--- config.mk ---
export PLATFORM = sky130hd
export DESIGN_NAME = imem_port_arbiter
export DESIGN_NICKNAME = d
export VERILOG_FILES = /design/src/rtl/imem_pkg.sv /design/src/rtl/imem_rr_grant.sv /design/src/rtl/imem_port_arbiter.sv
export SDC_FILE = /design/constraint.sdc
export NUM_CORES = 1
export LEC_CHECK = 0
export CORE_AREA = 5 5 92 94
export CTS_CLUSTER_DIAMETER = 200
export DETAILED_ROUTE_END_ITERATION = 10
export DIE_AREA = 0 0 97 99
export GPL_TIMING_DRIVEN = 0
export PLACE_DENSITY = 0.86
export SETUP_SLACK_MARGIN = 0.05
export SLEW_MARGIN = 20
export SYNTH_ARGS = -nofsm -noshare
export SYNTH_HDL_FRONTEND = slang
export SYNTH_HIERARCHICAL = 1
export SYNTH_SLANG_ARGS = --single-unit
--- constraint.sdc ---
create_clock -name clk -period 5.85 [get_ports clk]
set_input_delay 0.585 -clock clk [delete_from_list [all_inputs] [get_ports clk]]
set_output_delay 0.585 -clock clk [all_outputs]
set_load 0.005 [all_outputs]
--- src/rtl/imem_pkg.sv ---
// Shared types and helpers for the instruction-memory port arbiter.
package imem_pkg;

   localparam logic [31:0] NOP_INST = 32'h00000000;

   typedef enum logic {FETCH = 1'b0, LOADER = 1'b1} owner_t;

   typedef enum logic {ARB = 1'b0, LOCK = 1'b1} state_t;

   // A byte address is unusable when it is not word aligned or its word
   // index lies past the last implemented instruction word.
   function automatic logic addr_fault(input logic [31:0] addr, input int unsigned depth);
      return (addr[1:0] != 2'b00) || ({2'b00, addr[31:2]} >= depth);
   endfunction

endpackage

--- src/rtl/imem_rr_grant.sv ---
// Two-requester round-robin grant (fetch vs loader) with a last-grant register.
// On a conflict the requester that did not win last time is granted.
module imem_rr_grant
   import imem_pkg::*;
(
   input  logic clk,
   input  logic rst_n,
   input  logic req_fetch,
   input  logic req_loader,
   input  logic update,
   input  logic force_loader,
   output logic gnt_fetch,
   output logic gnt_loader
);

   owner_t last_grant;

   // Grant the lone requester, or the one not granted last on a conflict
   always_comb begin
      gnt_fetch  = 1'b0;
      gnt_loader = 1'b0;
      if (req_fetch && req_loader) begin
         if (last_grant == LOADER) gnt_fetch  = 1'b1;
         else                      gnt_loader = 1'b1;
      end else begin
         gnt_fetch  = req_fetch;
         gnt_loader = req_loader;
      end
   end

   // Remember the conflict winner; a finished loader lock counts as a loader win
   always_ff @(posedge clk or negedge rst_n) begin
      if (!rst_n) begin
         last_grant <= LOADER;
      end else if (force_loader) begin
         last_grant <= LOADER;
      end else if (update && req_fetch && req_loader) begin
         last_grant <= gnt_loader ? LOADER : FETCH;
      end
   end

endmodule

--- src/rtl/imem_port_arbiter.sv ---
// Shares one single-port synchronous-read instruction RAM between the fetch
// stage and the program loader. Round-robin arbitration, loader lock for
// download bursts, and range checking that turns bad addresses into faults.
// Handshake: a request transfers on a rising edge where req && ready; ready is
// combinational from req and state; requesters hold address/data until accepted.
// Optional build macro: IMEM_PERF_CNT_EN adds f_stall_cnt and conflict_cnt.
module imem_port_arbiter
   import imem_pkg::*;
#(
   parameter int DEPTH  = 64,
   parameter int ADDR_W = 6
) (
   input  logic              clk,
   input  logic              rst_n,
   input  logic              f_req,
   input  logic [31:0]       f_pc,
   output logic              f_ready,
   output logic              f_rvalid,
   output logic [31:0]       f_rdata,
   output logic              f_fault,
   input  logic              ld_req,
   input  logic              ld_we,
   input  logic              ld_lock,
   input  logic [31:0]       ld_addr,
   input  logic [31:0]       ld_wdata,
   output logic              ld_ready,
   output logic              ld_rvalid,
   output logic [31:0]       ld_rdata,
   output logic              ld_fault,
   output logic              mem_en,
   output logic              mem_we,
   output logic [ADDR_W-1:0] mem_addr,
   output logic [31:0]       mem_wdata,
   input  logic [31:0]       mem_rdata
`ifdef IMEM_PERF_CNT_EN
   ,
   output logic [31:0]       f_stall_cnt,
   output logic [31:0]       conflict_cnt
`endif
);

   state_t state, state_nxt;
   logic   gnt_f, gnt_l;
   logic   rr_update, rr_force_ld;
   logic   acc_f, acc_l;
   logic   f_bad, l_bad;
   logic   f_pend, f_pend_bad;
   logic   l_pend, l_pend_bad;
   logic   l_flt_q;

   imem_rr_grant u_rr (
      .clk          (clk),
      .rst_n        (rst_n),
      .req_fetch    (f_req),
      .req_loader   (ld_req),
      .update       (rr_update),
      .force_loader (rr_force_ld),
      .gnt_fetch    (gnt_f),
      .gnt_loader   (gnt_l)
   );

   assign f_bad = addr_fault(f_pc, DEPTH);
   assign l_bad = addr_fault(ld_addr, DEPTH);
   assign acc_f = f_req && f_ready;
   assign acc_l = ld_req && ld_ready;

   // State register
   always_ff @(posedge clk or negedge rst_n) begin
      if (!rst_n) state <= ARB;
      else        state <= state_nxt;
   end

   // Ready generation and next state; nothing is granted while in reset
   always_comb begin
      state_nxt   = state;
      f_ready     = 1'b0;
      ld_ready    = 1'b0;
      rr_update   = 1'b0;
      rr_force_ld = 1'b0;
      if (rst_n) begin
         case (state)
            ARB: begin
               f_ready   = gnt_f;
               ld_ready  = gnt_l;
               rr_update = 1'b1;
               if (gnt_l && ld_lock) state_nxt = LOCK;
            end
            LOCK: begin
               ld_ready = ld_req;
               if (!ld_lock) begin
                  state_nxt   = ARB;
                  rr_force_ld = 1'b1;
               end
            end
            default: state_nxt = ARB;
         endcase
      end
   end

   // Memory command from the accepted request; faulted accesses never reach the RAM
   always_comb begin
      mem_en    = 1'b0;
      mem_we    = 1'b0;
      mem_addr  = '0;
      mem_wdata = '0;
      if (acc_f && !f_bad) begin
         mem_en   = 1'b1;
         mem_addr = f_pc[ADDR_W+1:2];
      end else if (acc_l && !l_bad) begin
         mem_en   = 1'b1;
         mem_we   = ld_we;
         mem_addr = ld_addr[ADDR_W+1:2];
         if (ld_we) mem_wdata = ld_wdata;
      end
   end

   // Track which port owns next cycle's response and whether it faulted
   always_ff @(posedge clk or negedge rst_n) begin
      if (!rst_n) begin
         f_pend     <= 1'b0;
         f_pend_bad <= 1'b0;
         l_pend     <= 1'b0;
         l_pend_bad <= 1'b0;
         l_flt_q    <= 1'b0;
      end else begin
         f_pend     <= acc_f;
         f_pend_bad <= acc_f && f_bad;
         l_pend     <= acc_l && !ld_we;
         l_pend_bad <= acc_l && !ld_we && l_bad;
         l_flt_q    <= acc_l && l_bad;
      end
   end

   assign f_rvalid  = f_pend;
   assign f_fault   = f_pend_bad;
   assign f_rdata   = (f_pend && !f_pend_bad) ? mem_rdata : NOP_INST;
   assign ld_rvalid = l_pend;
   assign ld_fault  = l_flt_q;
   assign ld_rdata  = (l_pend && !l_pend_bad) ? mem_rdata : NOP_INST;

`ifdef IMEM_PERF_CNT_EN
   // Saturating counters of refused fetch cycles and arbitration conflicts
   always_ff @(posedge clk or negedge rst_n) begin
      if (!rst_n) begin
         f_stall_cnt  <= '0;
         conflict_cnt <= '0;
      end else begin
         if (f_req && !f_ready && (f_stall_cnt != '1))
            f_stall_cnt <= f_stall_cnt + 32'd1;
         if ((state == ARB) && f_req && ld_req && (conflict_cnt != '1))
            conflict_cnt <= conflict_cnt + 32'd1;
      end
   end
`endif

endmodule

==> impl_metrics.ini <==
[placement]
hpwl_um = 7490
gp_congestion = 0.885
port_buffers = 243

[worst_setup_path]
critPathLaunch = ld_req
critical_path_arrival_ps = 3370
crit_path_max_fanout = 10
crit_required_ps = 5270
crit_slowest_cell = clkdlybuf4s50_1
worstReg2RegStart = u_rr/last_grant
worstSetupPathType = in -> out
critPathCaptureType = output port
path_common_cell = clkdlybuf4s50_1
slowest_delay_ps = 560
crit_chain = clkdlybuf4s50_1 > a21boi_0 > o211ai_1 > nor4_4 > nand3_4 > buf_6 > nor3b_2 > clkdlybuf4s50_1
cp-start-kind = primary input

[timing]
period_share_pct = 67.6
max-slew-margin-rel_pct = 64.3
worst_pin_slew_ps = 532
period_minus_slack_ps = 3950
max_freq_mhz = 253
hold_viol_final = 0
rsz0062_at_grt = no
final-max-slew-violation-count = 0
clock_skew_ps = 1.26
tns_ps = 0
setup_viol = 0

[clocking]
cts_setup_buffers = 0
clkLatencyLatePin_ps = 230
post_cts_resized = 0
ctsHoldBuffers = 0
cts_sinks = 7
cts-root-buf = clkbuf_8
cts_tree = built
clkTransAtPathRegs_ps = 40
cts_buffer_depth = 2
cts_made_buffers = 3
htree_levels = 1

[die]
num_rows = 32
die_width_um = 97
dieArea_um2 = 9600
boundaryPins = 244
start_util_pct = 19.5
core-area_um2 = 7570
die_h_um = 99

[cells_and_area]
layout-drive-gt1-share_pct = 10.5
final_common_cell = clkdlybuf4s50_1
utilization_pct = 53.9
mostFrequentLayoutCells = clkdlybuf4s50_1 (243), and2_1 (65), nor3b_2 (29)
nNetsFinal = 565
area_growth_pct = 176
diodes = 0
fill_cells = 652

[routing]
dr.first_iter.drc_count = 38
routed_wl_um = 8140
post_drt_wl_per_cell_um = 15.3
ant_nets = 0
via_count = 2280
viasPerCell = 4.29
first_pass_iters = 3
drc = 0

[power_and_ir_drop]
cellPowerDensity_nw_per_um2 = 71.4
ir_worst_vdd_v = 0.000100
power_leakage_nw = 1.49

[status]
status = completed

[global_routing]
grt_pass1_wl_um = 12500
first_global_vias = 2532
grt_use_total_pct = 15.9
antenna_found_initial = 0
overflow = 0
grt_max_degree = 14

[logic_synthesis]
synth_compound_area_share_pct = 3.90
synthMuxAreaShare_pct = 4.75
synth-seq-cells = 7
yosys.area.top_type = and2_1
synthCells = 183
syn-num-nets = 317
synth-simple-area-share_pct = 71.7
yosys.area_share.adder_pct = 0
synth_cell_type_count = 29
avgSynthCellArea_um2 = 8.07
synth_top_family_by_area = simple AND/OR/NAND/NOR gates
ys_seq_area_share_pct = 11.9
synthesis.area_um2 = 1480
synth_xor_area_share_pct = 0
yosys.area.top_type_share_pct = 27.5
yosys_warnings = 6
netlist_top_cells_area = and2_1 (28%), nor3b_2 (25%), dfrtp_1 (10%)

[worst_hold_path]
hp-start = u_rr/last_grant
worstHoldPathType = reg -> reg

[flow_run]
cap_viol_max_count = 0
critical path: cells and delay by family:
family                 cells  cell delay [ps]
buffers and inverters      3             1290
AND/OR/NAND/NOR            3              890
AO/OA/AOI/OAI              2              600
power breakdown:
group,internal [mW],switching [mW],total (mW)
Clock,0.0472,0.0210,0.0682
Sequential,0.0553,0.00441,0.0598
Combinational,0.122,0.0420,0.164
Total,0.224,0.0674,0.291
stage by stage:
step	std cells	total power [mW]	setup slack (ps)	hold slack, ps	instance area, um^2
3_5_place_dp	528	0.226	1860	600	4040
4_1_cts	532	0.297	1860	611	4080
5_1_grt	532	0.311	1620	651	4080
3_3_place_gp	528	0.222	1900	581	4040
2_1_floorplan	183	0.0942	3170	289	1480
6_report	532	0.291	1900	606	4080
area by class of cell:
| type | instances | area, um^2 | share of cell area [%] |
|---|---|---|---|
| timing repair buffer | 243 | 2430 | 59.6 |
| inverter | 9 | 33.8 | 0.828 |
| sequential | 7 | 176 | 4.32 |
| tap | 102 | 128 | 3.13 |
| buffer | 14 | 80.1 | 1.96 |
| multi-input combinational | 153 | 1190 | 29.1 |
| clock buffer | 4 | 45.0 | 1.10 |
metal layers:
| layer | global-route usage, % | vias up | part of all wire (%) |
|---|---|---|---|
| met4 | 4.75 | 0 | 2.2 |
| met3 | 5.38 | 14 | 10 |
| li1 | - | 1121 | - |
| met5 | 0 | - | 0 |
| met1 | 15.2 | 993 | 33 |
| met2 | 31.8 | 152 | 54 |
worst paths after layout:
check / end / slack [ps] / depth (start not counted)
setup / recovery: mem_wdata[21] / 1900 / 8
hold / removal: u_rr/last_grant / 610 / 2
setup reg to reg: l_pend_bad / 4490 / 3
hold reg to reg: u_rr/last_grant / 610 / 2
max in group asynchronous: u_rr/last_grant / 4830 / 1
min in group asynchronous: state / 680 / 1
logic make-up after synthesis:
group                  Yosys count
multiplexers                     7
AO/OA/AOI/OAI                    8
buffers and inverters           23
flip-flops                       7
AND/OR/NAND/NOR                138
Yosys cell counts:
master,count
and2_1,65
nor3b_2,29
nor4_1,10
inv_1,9
nand3_1,8
mux2i_1,7
nor2_1,7
clkbuf_1,6
dfrtp_1,6
buf_2,4
nor2b_1,4
buf_6,3
nand4_1,3
nor3b_1,3
a21boi_0,2
a21oi_1,2
nor3_1,2
or4_4,2
a21o_1,1
a21o_2,1
a31o_1,1
and3_1,1
and4_1,1
buf_1,1
dfstp_2,1
nand3_4,1
nor4_4,1
o211ai_1,1
or4_1,1
sequential cells by signal, summed over array words and instances, names as in the netlist:
signal and count:
u_rr/last_grant 1, f_rvalid 1, state 1, f_fault 1, l_pend_bad 1, ld_rvalid 1, ld_fault 1
(Power assumes the default switching activity.)
